===== src/rtl/plot_scheduler.sv =====
// Round-robin arbiter that lets three rectangle requesters share one VGA pixel-write port,
// scanning the granted rectangle row-major at one pixel per clock and clipping to 160x120.
module plot_scheduler #(
    parameter int XMAX = 159,
    parameter int YMAX = 119
) (
    input  logic        CLOCK_50,
    input  logic        Resetn,
    input  logic [2:0]  req,
    input  logic [23:0] rect_x,
    input  logic [20:0] rect_y,
    input  logic [23:0] rect_w,
    input  logic [20:0] rect_h,
    input  logic [8:0]  rect_color,
    output logic [2:0]  grant,
    output logic [2:0]  done,
    output logic        busy,
    output logic [7:0]  VGA_X,
    output logic [6:0]  VGA_Y,
    output logic [2:0]  VGA_COLOR,
    output logic        plot
);

    localparam logic [1:0] IDLE   = 2'd0;
    localparam logic [1:0] DRAW   = 2'd1;
    localparam logic [1:0] FINISH = 2'd2;

    localparam logic [8:0] X_LIMIT = 9'(XMAX);
    localparam logic [7:0] Y_LIMIT = 8'(YMAX);

    logic [1:0] state;
    logic [1:0] ptr;
    logic [1:0] owner;
    logic [7:0] x_reg;
    logic [6:0] y_reg;
    logic [7:0] w_reg;
    logic [6:0] h_reg;
    logic [2:0] color_reg;
    logic [7:0] cx;
    logic [6:0] cy;

    logic [7:0] in_x [3];
    logic [6:0] in_y [3];
    logic [7:0] in_w [3];
    logic [6:0] in_h [3];
    logic [2:0] in_c [3];

    genvar gi;
    generate
        for (gi = 0; gi < 3; gi++) begin : g_unpack
            assign in_x[gi] = rect_x[8*gi +: 8];
            assign in_y[gi] = rect_y[7*gi +: 7];
            assign in_w[gi] = rect_w[8*gi +: 8];
            assign in_h[gi] = rect_h[7*gi +: 7];
            assign in_c[gi] = rect_color[3*gi +: 3];
        end
    endgenerate

    // Search starts at the pointer and wraps modulo 3; first set bit wins.
    logic       found;
    logic [1:0] win_idx;
    logic [2:0] cand_sum;

    always_comb begin
        found    = 1'b0;
        win_idx  = 2'd0;
        cand_sum = 3'd0;
        for (int k = 0; k < 3; k++) begin
            cand_sum = {1'b0, ptr} + 3'(k);
            if (cand_sum >= 3'd3) begin
                cand_sum = cand_sum - 3'd3;
            end
            if (!found && req[cand_sum[1:0]]) begin
                found   = 1'b1;
                win_idx = cand_sum[1:0];
            end
        end
    end

    logic [8:0] px;
    logic [7:0] py;
    assign px = {1'b0, x_reg} + {1'b0, cx};
    assign py = {1'b0, y_reg} + {1'b0, cy};

    always_ff @(posedge CLOCK_50 or negedge Resetn) begin
        if (!Resetn) begin
            state     <= IDLE;
            ptr       <= 2'd0;
            owner     <= 2'd0;
            x_reg     <= 8'd0;
            y_reg     <= 7'd0;
            w_reg     <= 8'd0;
            h_reg     <= 7'd0;
            color_reg <= 3'd0;
            cx        <= 8'd0;
            cy        <= 7'd0;
            grant     <= 3'd0;
            done      <= 3'd0;
            busy      <= 1'b0;
            plot      <= 1'b0;
            VGA_X     <= 8'd0;
            VGA_Y     <= 7'd0;
            VGA_COLOR <= 3'd0;
        end else begin
            grant <= 3'd0;
            done  <= 3'd0;
            plot  <= 1'b0;
            case (state)
                IDLE: begin
                    if (found) begin
                        owner     <= win_idx;
                        x_reg     <= in_x[win_idx];
                        y_reg     <= in_y[win_idx];
                        w_reg     <= in_w[win_idx];
                        h_reg     <= in_h[win_idx];
                        color_reg <= in_c[win_idx];
                        grant     <= 3'b001 << win_idx;
                        ptr       <= (win_idx == 2'd2) ? 2'd0 : win_idx + 2'd1;
                        cx        <= 8'd0;
                        cy        <= 7'd0;
                        busy      <= 1'b1;
                        // Empty rectangles skip DRAW so plot is never raised for them.
                        if (in_w[win_idx] == 8'd0 || in_h[win_idx] == 7'd0) begin
                            state <= FINISH;
                        end else begin
                            state <= DRAW;
                        end
                    end
                end
                DRAW: begin
                    VGA_X     <= px[7:0];
                    VGA_Y     <= py[6:0];
                    VGA_COLOR <= color_reg;
                    plot      <= (px <= X_LIMIT) && (py <= Y_LIMIT);
                    if (cx == w_reg - 8'd1) begin
                        cx <= 8'd0;
                        cy <= cy + 7'd1;
                        if (cy == h_reg - 7'd1) begin
                            state <= FINISH;
                        end
                    end else begin
                        cx <= cx + 8'd1;
                    end
                end
                FINISH: begin
                    done  <= 3'b001 << owner;
                    busy  <= 1'b0;
                    state <= IDLE;
                end
                default: begin
                    busy  <= 1'b0;
                    state <= IDLE;
                end
            endcase
        end
    end

endmodule

===== config.mk =====
export PLATFORM = sky130hd
export DESIGN_NAME = plot_scheduler
export DESIGN_NICKNAME = d
export VERILOG_FILES = /design/src/rtl/plot_scheduler.sv
export SDC_FILE = /design/constraint.sdc
export NUM_CORES = 1
export LEC_CHECK = 0
export ABC_CLOCK_PERIOD_IN_PS = 5200
export BUFFER_PORTS_ARGS = -buffer_cell sky130_fd_sc_hd__buf_4
export CAP_MARGIN = 20
export CORE_ASPECT_RATIO = 0.6
export CORE_MARGIN = 5
export CORE_UTILIZATION = 55
export DETAILED_ROUTE_END_ITERATION = 16
export GPL_TIMING_DRIVEN = 0
export PLACE_DENSITY = 0.86
export SYNTH_ARGS = -nofsm -noshare
export SYNTH_HDL_FRONTEND = slang
export SYNTH_SLANG_ARGS = --single-unit

===== constraint.sdc =====
create_clock -name CLOCK_50 -period 5.2 [get_ports CLOCK_50]
set_input_delay 0.78 -clock CLOCK_50 [delete_from_list [all_inputs] [get_ports CLOCK_50]]
set_output_delay 0.78 -clock CLOCK_50 [all_outputs]
set_load 0.05 [all_outputs]

Word-level counts from Yosys, hierarchy flattened
Cells that the tools add are included.
{"block": "word_totals", "register_bits": 80, "input_bits": 104, "word_cells": 113}
{"block": "op_classes", "addsub": 12, "magnitude_cmp": 9, "n_eq_ne": 8, "shifts": 2, "n_mux": 48, "bitwise": 2, "reduce_logical": 15}
{"operator": "$mux 8", "count": 6}
{"operator": "$mux 7", "count": 6}
{"operator": "$bmux 8 s2", "count": 2}
{"operator": "$bmux 7 s2", "count": 2}
{"operator": "$mux 2", "count": 11}
{"operator": "$pmux 8 s2", "count": 1}
{"operator": "$mux 3", "count": 5}
{"operator": "$pmux 7 s2", "count": 1}
{"operator": "$add 8x8->9", "count": 1}
{"operator": "$le 9x8->1 const B", "count": 1}
{"operator": "$lt 2x3->1 const B", "count": 3}
{"operator": "$add 7x7->8", "count": 1}
{"operator": "$add 8x1->8 const B", "count": 1}
{"operator": "$eq 8x8->1", "count": 1}
{"operator": "$le 8x7->1 const B", "count": 1}
{"operator": "$logic_not 8->1", "count": 1}
{"operator": "$mux 1", "count": 8}
{"operator": "$sub 8x1->8 const B", "count": 1}
{"operator": "$add 7x1->7 const B", "count": 1}
{"operator": "$eq 7x7->1", "count": 1}
{"operator": "$logic_not 7->1", "count": 1}
{"operator": "$sub 7x1->7 const B", "count": 1}
{"operator": "$bmux 1 s2", "count": 3}
{"operator": "$bmux 3 s2", "count": 1}
{"operator": "other kinds (22)", "count": 35}

Longest topological paths before layout
Gate-level depths: netlist of the first run.
{"block": "depth", "word_depth": 20, "depth_mapped": 13}

Least setup slack after synthesis of the first run
Ideal clock, no wire load.
{"block": "synth_path", "path_type": "input to register", "from": "input port req[0]", "to": "register state[1]", "setup_time_ps": 66, "arrival_ps": 2732, "setup_slack_ps": 2401, "stages": 10, "path_buffers": 2, "cell_sequence": "mux2_4 -> mux2_4 -> a311o_1 -> buf_6 -> buf_6 -> a311o_1 -> o22ai_1 -> nand4_1 -> nor2_1 -> o311a_1"}
{"block": "synth_between", "elab_chain_len": 18, "word_cells_on_any_way": 31, "classes_between": "1 x eq/ne; 21 x mux; 1 x bitwise; 8 x reduce/logical"}
{"element": "from (decl)", "line": "9", "rtl": "input logic [2:0] req,"}
{"element": "$bmux 1 s2", "line": "73", "rtl": "if (!found && req[cand_sum[1:0]]) begin"}
{"element": "$mux 1 (not written as such)", "line": "73"}
{"element": "$mux 1", "line": "73"}
{"element": "$logic_not 1->1", "line": "73"}
{"element": "$logic_and 1x1->1", "line": "73"}
{"element": "$mux 1", "line": "73"}
{"element": "$logic_not 1->1", "line": "73"}
{"element": "$logic_and 1x1->1", "line": "73"}
{"element": "$mux 2", "line": "73"}
{"element": "$not 2->3 (not written as such)", "line": "123", "rtl": "if (in_w[win_idx] == 8'd0 || in_h[win_idx] == 7'd0) begin"}
{"element": "$bmux 8 s2 or $bmux 7 s2 (tied branches)", "line": "123"}
{"element": "$mux 8 (not written as such) or $mux 7 (tied branches) (2 in series)", "line": "123"}
{"element": "$logic_not 8->1 or $logic_not 7->1 (tied branches)", "line": "123"}
{"element": "$logic_or 1x1->1", "line": "123"}
{"element": "$mux 2", "line": "123"}
{"element": "$mux 2", "line": "110", "rtl": "if (found) begin"}
{"element": "$pmux 2 s2", "line": "108", "rtl": "case (state)"}
{"element": "to (signal assigned)", "line": "124", "rtl": "state <= FINISH;"}
{"element": "to (signal assigned)", "line": "126", "rtl": "state <= DRAW;"}
{"element": "to (signal assigned)", "line": "139", "rtl": "state <= FINISH;"}
{"element": "to (decl)", "line": "31", "rtl": "logic [1:0] state;"}
Parallel ways exist; a longest one is shown, timed or not. The select of a mux whose other input is x is not followed.
A chain may end at the register's enable or synchronous reset.

Final worst setup path of the first run
{"block": "layout_path", "from": "register ptr[0]", "to": "register x_reg[5]"}
{"block": "layout_between", "elab_chain_len": 15, "word_cells_on_any_way": 32, "classes_between": "5 x add/sub; 3 x order compare; 18 x mux; 1 x bitwise; 5 x reduce/logical"}
{"element": "from (decl)", "line": "32", "rtl": "logic [1:0] ptr;"}
{"element": "from (signal assigned)", "line": "118", "rtl": "ptr <= (win_idx == 2'd2) ? 2'd0 : win_idx + 2'd1;"}
{"element": "parallel branches: the longest is 15 deep, another holds $add 2x1->3"}
{"element": "to (signal assigned)", "line": "112", "rtl": "x_reg <= in_x[win_idx];"}
{"element": "to (decl)", "line": "34", "rtl": "logic [7:0] x_reg;"}
Parallel ways; which one is timed is not known. The select of a mux whose other input is x is not followed.

==> results of run 1 <==
-- final cells by class --
class | count | area (µm²) | share of cell area (%)
timing repair buffer | 130 | 996 | 15.3
tap | 116 | 145 | 2.23
inverter | 15 | 56.3 | 0.866
sequential | 80 | 2000 | 30.8
clock buffer | 13 | 270 | 4.16
multi-input combinational | 401 | 2860 | 44.0
buffer | 34 | 160 | 2.46
clock inverter | 3 | 15.0 | 0.231
-- stage by stage --
step | util (%) | hold WS (ns)
after floorplan | - | 0.440
after global placement | 68.1 | 0.452
after detailed placement | 68.1 | 0.464
after CTS | 71.3 | 0.472
after global routing | 71.6 | 0.307
final | 71.6 | 0.299
-- logic make-up (layout without fill, tap and decap cells) --
kind of cell	count (synthesis)	in the layout	synth area share, %
adder cells (fa/ha/maj)	25	25	6.46
multiplexers	32	32	6.75
XOR/XNOR	34	34	5.87
AO/OA/AOI/OAI	172	172	24.0
flip-flops	80	80	39.4
AND/OR/NAND/NOR	138	138	13.2
buffers and inverters	49	195	4.26
-- power groups by stage --
stage / sequential (W) / clock (W) / combinational [W]
2_1_floorplan: 0.00110 / 0 / 0.000641
3_3_place_gp: 0.000901 / 0 / 0.00115
3_5_place_dp: 0.000913 / 0 / 0.00120
4_1_cts: 0.000904 / 0.000611 / 0.00122
5_1_grt: 0.000926 / 0.000639 / 0.00132
6_report: 0.000907 / 0.000605 / 0.00122
-- synthesized netlist by cell type, types with 5 or more instances --
master    instances
inv_1            14
nand2_1          44
nor4b_1           5
nand3_1           6
a211oi_1         18
nor2_1           37
a21oi_1          12
mux2_2           10
a311o_1          15
xnor2_1          26
ha_1             23
buf_2             8
o21ai_0          39
o22ai_1          14
mux2i_1          20
dfrtp_1          80
a21o_1           28
a21boi_0         15
xor2_1            8
nor3_1            9
and3_1            5
clkbuf_1         21
nor3b_1           8
-- per-layer routing --
metal	up-vias	track usage, %	share of wire (%)
met2	246	43.2	46
met4	0	9.98	2.9
met1	2354	33.5	42
li1	2232	-	-
met5	-	0	0
met3	49	8.08	8.7
-- critical path, delay by kind of cell (launching register included) --
family                   cells  cell delay [ns]
AND/OR/NAND/NOR              1             0.54
flip-flops                   1             0.41
AO/OA/AOI/OAI                4             0.77
multiplexers                 1             0.25
adder cells (fa/ha/maj)      1             0.28
buffers and inverters        4             1.29
-- worst max path at each step --
stage	to	slack (ns)	cells after the start
floorplan	state[1]	2.40	10
global placement	x_reg[5]	1.76	11
detailed placement	x_reg[4]	1.63	11
CTS	x_reg[5]	1.60	11
global route	y_reg[2]	1.23	11
finish	x_reg[5]	1.56	11
==> impl_metrics.json, run 1 <==
{
  "final_cell_mix": "buf_4 (131), dfrtp_1 (80), nand2_1 (44), o21ai_0 (39), nor2_1 (37)",
  "grt_overflow": 0,
  "syn_area_per_cell_um2": 9.58,
  "slew_viol_final": 0,
  "cellPowerDensity_nw_per_um2": 420,
  "max_stage_delay_ns": 0.54,
  "dpl.hpwl_um": 11100,
  "synth.cell_area_um2": 5080,
  "htree_levels": 3,
  "post-route-drc-count": 0,
  "cp_slowest_cell": "nor2_1",
  "fp-row-count": 27,
  "clkSinkCount": 80,
  "fin_ws_ns": 1.56,
  "via_per_inst": 6.16,
  "worstMarginPinSlew_ns": 0.775,
  "numPortBuffers": 129,
  "die_h_um": 84.4,
  "start_kind": "register",
  "antenna_cells": 0,
  "first_global_vias": 4978,
  "worst_setup_path_end_kind": "register",
  "startpoint": "ptr[0]",
  "dp_cells": 775,
  "fin_area_um2": 6500,
  "postCtsHoldBufs": 0,
  "fp.dieW_um": 134,
  "worstPathArrival_ns": 3.88,
  "synthArstFlopShare_pct": 100,
  "cts_setup_buffers": 0,
  "synth_cell_type_count": 53,
  "fin_skew_ns": 0.00481,
  "r2r-end": "x_reg[5]",
  "grt_pass1_wl_um": 24100,
  "ys_top_cells_by_area": "dfrtp_1 (39%), ha_1 (5.7%), xnor2_1 (4.5%), a21o_1 (4.1%), mux2i_1 (3.9%)",
  "synth_cells": 530,
  "stdcell_count": 792,
  "grt_usage_pct": 26.5,
  "critPathKind": "reg -> reg",
  "ff2ff_setup_slack_ns": 1.56,
  "dpl_cell_area_um2": 6190,
  "fin_total_pwr_w": 0.00273,
  "setup_violations": 0,
  "worst-path-max-fanout": 10,
  "cts-root-buf": "clkbuf_16",
  "synth_seq_cells": 80,
  "place_congestion": 0.874,
  "antenna_left": 0,
  "crit_path_cell_trace": "inv_1 > ha_1 > buf_2 > mux2i_1 > o21a_1 > a311oi_4 > nor2_1 > clkbuf_1 > buf_1 > a211oi_1 > a21o_1",
  "r2r.worst_path.cells": 11,
  "leakage_nw": 3.10,
  "synth_ff_type": "dfrtp_1",
  "rsz0062_at_grt": "no",
  "p_sw_share_pct": 40.3,
  "first_pass_iters": 8,
  "cts_inserted_buffers": 9,
  "finalSetupTns_ns": 0,
  "start_util_pct": 55.9,
  "slew_headroom_pct": 48.2,
  "finalHoldViolations": 0,
  "io_pins": 130,
  "synth_top_cell_area_share_pct": 39.4,
  "drtIter0Drc": 400,
  "rr_startpoint": "ptr[0]",
  "clockPowerShare_pct": 22.1,
  "core-area_um2": 9090,
  "wl_um": 14800,
  "antenna_found_initial": 0,
  "ys_warn_count": 0,
  "synth-seq-area-share_pct": 39.4,
  "peakVddDrop_uv": 244,
  "clkSlewWorstSetupHoldPaths_ns": 0.06,
  "synth_fp_nets": 659,
  "comb_power_share_pct": 44.7,
  "internal_power_w": 0.00163,
  "grt_max_degree": 81,
  "outcome": "completed",
  "area_growth_pct": 28.1,
  "vias": 4881,
  "seq_power_share_pct": 33.2,
  "cts_tree": "done",
  "layout_commonest_cell": "buf_4",
  "ctsResizeCount": 0,
  "pre_cts_ws_ns": 1.63,
  "fin_crit_sh_pct": 70.0,
  "ctsLongestPathBuffers": 2,
  "layout-drive-gt1-share_pct": 26.0,
  "cp.required_ns": 5.44,
  "cap_violations": 0,
  "fin_nets": 800,
  "yosysTopAreaCell": "dfrtp_1",
  "clkLatencyLatePin_ns": 0.34,
  "synth_edf_count": 0,
  "dieArea_um2": 11300,
  "filler_cell_count": 677,
  "wl_per_cell_um": 18.7,
  "fmax_ghz": 0.275,
  "p_sw_w": 0.00110,
  "period_minus_slack_ns": 3.64,
  "hold_class": "in -> async"
}
No activity file was read; power rests on OpenSTA's default activity.
==> run 2, diff against run 1 <==
Settings changed: ABC_CLOCK_PERIOD_IN_PS 5200 to 3550, CORE_UTILIZATION 55 to 54, PLACE_DENSITY 0.86 to 0.85.
Clock period 5.2 ns to 3.55 ns, I/O delays scaled along.
==> run 2 against run 1 <==
Against the previous run: non-clock buffer count did not move; clock power rose by 55%; highest routed layer unchanged; critical path type unchanged; maximum frequency rose by 7.4%.
==> impl_metrics.json, run 2 (synthesis results as in run 1) <==
{
  "p_sw_w": 0.00158,
  "io_pins": 130,
  "leakage_nw": 3.11,
  "fmax_ghz": 0.295,
  "outcome": "completed",
  "dpl.hpwl_um": 11000,
  "setup_violations": 0,
  "cap_violations": 0,
  "start_kind": "register",
  "slew_viol_final": 0,
  "worstPathArrival_ns": 3.59,
  "cellPowerDensity_nw_per_um2": 615,
  "rr_startpoint": "ptr[1]",
  "grt_overflow": 0,
  "hold_class": "in -> async",
  "fin_crit_sh_pct": 95.4,
  "fp.dieW_um": 135,
  "final_cell_mix": "buf_4 (131), dfrtp_1 (80), nand2_1 (44), o21ai_0 (39), nor2_1 (36)",
  "rsz0062_at_grt": "no",
  "dieArea_um2": 11500,
  "wl_per_cell_um": 17.9,
  "start_util_pct": 55.3,
  "numPortBuffers": 129,
  "p_sw_share_pct": 39.3,
  "antenna_cells": 0,
  "clkSinkCount": 80,
  "postCtsHoldBufs": 0,
  "core-area_um2": 9190,
  "clkLatencyLatePin_ns": 0.35,
  "internal_power_w": 0.00245,
  "fin_skew_ns": 0.00564,
  "post-route-drc-count": 0,
  "worst_setup_path_end_kind": "register",
  "period_minus_slack_ns": 3.39,
  "grt_usage_pct": 25.3,
  "fin_nets": 800,
  "via_per_inst": 5.91,
  "ctsLongestPathBuffers": 2,
  "htree_levels": 3,
  "area_growth_pct": 29.0,
  "seq_power_share_pct": 32.8,
  "grt_pass1_wl_um": 23200,
  "peakVddDrop_uv": 310,
  "r2r.worst_path.cells": 12,
  "post-route-util_pct": 71.3,
  "vias": 4763,
  "wl_um": 14400,
  "first_global_vias": 4742,
  "first_pass_iters": 5,
  "cts-root-buf": "clkbuf_16",
  "fp-row-count": 27,
  "comb_power_share_pct": 43.9,
  "r2r-end": "state[0]",
  "cts_setup_buffers": 0,
  "ff2ff_setup_slack_ns": 0.16,
  "cp.required_ns": 3.76,
  "finalSetupTns_ns": 0,
  "drtIter0Drc": 345,
  "place_congestion": 0.867,
  "layout_commonest_cell": "buf_4",
  "critPathKind": "reg -> reg",
  "cts_inserted_buffers": 9,
  "die_h_um": 85.1,
  "antenna_found_initial": 0,
  "clockPowerShare_pct": 23.3,
  "finalHoldViolations": 0,
  "slew_headroom_pct": 46.0,
  "clkSlewWorstSetupHoldPaths_ns": 0.06,
  "layout-drive-gt1-share_pct": 26.6,
  "antenna_left": 0,
  "worst-path-max-fanout": 10,
  "whs_ns": 0.0568,
  "grt_max_degree": 81,
  "worstMarginPinSlew_ns": 0.790,
  "cts_tree": "done"
}
[run 2: worst max path at each step]
stage / startpoint / end / slack (ns) / depth (start not counted)
after floorplan: ptr[1] / state[1] / 0.76 / 12
after global placement: ptr[0] / x_reg[5] / 0.15 / 11
after detailed placement: ptr[0] / y_reg[2] / 0.03 / 11
after CTS: ptr[0] / color_reg[2] / 0.01 / 11
after global routing: ptr[1] / state[0] / 0.003 / 12
final: ptr[1] / state[0] / 0.16 / 12
[run 2: repair_timing]
item | in CTS | in global routing
endpoints found under the setup margin | 0 | 37
endpoints found under the hold margin | 0 | 0
gates resized for setup | 0 | 7
[run 2: final cells by class]
type	count	area [µm²]
fillers	710	2640
repair buffers	130	996
flip-flops and latches	80	2000
plain buffers	34	164
multi-input cells	401	2870
clock buffers	13	260
well taps	130	163
inverters	15	56.3
clock inverters	3	40.0
[run 2: power by group through the flow]
| stage | logic (W) | registers [W] | clock network, W |
|---|---|---|---|
| after floorplan | 0.000939 | 0.00160 | 0 |
| after CTS | 0.00177 | 0.00132 | 0.000946 |
| after detailed placement | 0.00175 | 0.00133 | 0 |
| final | 0.00177 | 0.00132 | 0.000938 |
| after global placement | 0.00169 | 0.00132 | 0 |
| after global routing | 0.00193 | 0.00134 | 0.000986 |
[run 2: stage by stage]
stage               setup WS (ns)  power [W]  cell area [µm²]  instances
floorplan                   0.757    0.00254             5080        530
global placement            0.146    0.00301             6210        789
detailed placement         0.0268    0.00308             6210        789
CTS                        0.0107    0.00403             6510        805
global route              0.00279    0.00426             6550        806
finish                      0.162    0.00403             6550        806
[run 2: layer usage]
| metal | share of wire, % | up-vias | track usage, % |
|---|---|---|---|
| met1 | 44 | 2301 | 33.3 |
| met5 | 0 | - | 0 |
| met2 | 46 | 196 | 40.5 |
| met3 | 8.8 | 29 | 8.12 |
| li1 | - | 2237 | - |
| met4 | 1.7 | 0 | 7.04 |
[run 2: critical path, cell delays in order, from the launching register on]
cell	delay, ns
dfrtp_1	0.41
inv_1	0.09
ha_1	0.31
mux2_4	0.34
mux2_4	0.32
or2b_1	0.21
buf_2	0.25
clkbuf_1	0.32
a21boi_0	0.15
o22ai_1	0.28
nand4_1	0.14
nor3_1	0.28
o41ai_1	0.14
==> run 3, diff against run 2 <==
Settings changed: SETUP_SLACK_MARGIN from default to 0.2.
==> run 3 against run 2 <==
Against the previous run: via count up 0.94%; cell count did not move; critical path depth shrank 1; largest power group unchanged; die area stayed put; sequential power about the same; critical endpoint unchanged; count of clock-buffer cells in the layout did not move.
==> impl_metrics.json, run 3 (synthesis results as in run 1) <==
{
  "fp.dieW_um": 135,
  "grt_overflow": 0,
  "numPortBuffers": 129,
  "final_cell_mix": "buf_4 (131), dfrtp_1 (80), nand2_1 (44), o21ai_0 (39), nor2_1 (35)",
  "peakVddDrop_uv": 310,
  "first_global_vias": 4744,
  "slew_viol_final": 0,
  "cap_violations": 0,
  "place_congestion": 0.867,
  "postCtsHoldBufs": 0,
  "vias": 4808,
  "use_met2_pct": 40.4,
  "cellPowerDensity_nw_per_um2": 615,
  "grt_use_met3_pct": 7.88,
  "period_minus_slack_ns": 3.28,
  "rsz0062_at_grt": "yes",
  "whs_ns": 0.0566,
  "hold_class": "in -> async",
  "cts_tree": "done",
  "fmax_ghz": 0.305,
  "first_pass_iters": 5,
  "ctsLongestPathBuffers": 2,
  "clkSlewWorstSetupHoldPaths_ns": 0.06,
  "wl_per_cell_um": 18.0,
  "cts_setup_buffers": 0,
  "layout-drive-gt1-share_pct": 27.4,
  "clkLatencyLatePin_ns": 0.35,
  "multi_input_area_um2": 2880,
  "post-route-drc-count": 0,
  "finalHoldViolations": 0,
  "grt_use_met1_pct": 33.2,
  "io_pins": 130,
  "die_h_um": 85.1,
  "cts_inserted_buffers": 9,
  "outcome": "completed",
  "fin_skew_ns": 0.00512,
  "fin_crit_sh_pct": 92.5,
  "start_kind": "register",
  "via_per_inst": 5.97,
  "core-area_um2": 9190,
  "dieArea_um2": 11500,
  "cts-root-buf": "clkbuf_16",
  "setup_violations": 0,
  "worstMarginPinSlew_ns": 0.727,
  "slew_headroom_pct": 51.5,
  "grt_pass1_wl_um": 23200,
  "area_growth_pct": 29.2,
  "worstPathArrival_ns": 3.49,
  "critPathKind": "reg -> reg",
  "leakage_nw": 3.12,
  "fp-row-count": 27,
  "layout_commonest_cell": "buf_4",
  "worst-path-max-fanout": 10,
  "antenna_cells": 0,
  "antenna_left": 0,
  "sequential_cell_area_um2": 2000,
  "grt_max_degree": 81,
  "grt_usage_pct": 25.3,
  "clkSinkCount": 80,
  "drtIter0Drc": 360,
  "filler_cell_count": 708,
  "cp.required_ns": 3.76,
  "antenna_found_initial": 0,
  "htree_levels": 3,
  "start_util_pct": 55.3,
  "wl_um": 14500,
  "worst_setup_path_end_kind": "register",
  "dpl.hpwl_um": 11000,
  "fin_nets": 800,
  "grt-busiest-layer": "met2",
  "finalSetupTns_ns": 0
}
[run 3: cell types whose count changed in the layout (fill, tap and decap cells not counted), sizes merged]
| cell | before | now |
|---|---|---|
| buf | 142 | 143 |
| clkbuf | 35 | 34 |
[run 3: final timing paths]
| path | to | slack, ns | depth (start not counted) | startpoint |
|---|---|---|---|---|
| hold reg to reg | color_reg[2] | 0.48 | 1 | color_reg[2] |
| min in group CLOCK_50 | color_reg[2] | 0.48 | 1 | color_reg[2] |
| setup / recovery | state[0] | 0.27 | 11 | ptr[1] |
| setup reg to reg | state[0] | 0.27 | 11 | ptr[1] |
| max in group asynchronous | VGA_X[7] | 2.91 | 2 | Resetn |
| hold / removal | VGA_COLOR[1] | 0.06 | 1 | Resetn |
[run 3: what timing repair did]
action                     CTS  global route
gates resized for setup      4            11
setup endpoints to repair   19            24
pin swaps                    0             1
[run 3: power by group]
part / switching [W] / total, W / internal, W / leakage, nW
Sequential: 0.000205 / 0.00132 / 0.00112 / 0.966
Clock: 0.000358 / 0.000939 / 0.000581 / 0.150
Combinational: 0.00103 / 0.00178 / 0.000750 / 2.00
[run 3: routing by layer]
metal  routed length [µm]  part of all wire, %
met1                 6440                   44
met2                 6530                   45
met3                 1230                  8.5
met4                  318                  2.2
met5                    0                    0
[run 3: worst max-delay path, cell delays in order (launching register included)]
cell and delay [ns]:
dfrtp_1 0.42, inv_1 0.10, ha_2 0.26, mux2_4 0.32, mux2_4 0.32, a311o_1 0.40, buf_6 0.17, a311o_1 0.33
o22ai_1 0.25, nand4_1 0.14, nor3_1 0.29, o41ai_1 0.14
[run 3: cell type report]
type / count / area share (%)
buffer: 34 / 2.56
clock buffer: 13 / 3.97
clock inverter: 3 / 0.610
inverter: 15 / 0.858
multi-input combinational: 401 / 43.8
sequential: 80 / 30.5
tap: 130 / 2.48
timing repair buffer: 130 / 15.2
[run 3: metrics by stage]
stage	instances	cell area (µm²)	total power, W	setup WS [ns]	util, %
6_report	806	6560	0.00404	0.267	71.4
5_1_grt	806	6560	0.00426	0.163	71.4
4_1_cts	805	6520	0.00403	0.206	70.9
3_5_place_dp	789	6210	0.00308	0.0268	67.6
3_3_place_gp	789	6210	0.00301	0.146	67.6
2_1_floorplan	530	5080	0.00254	0.757	-
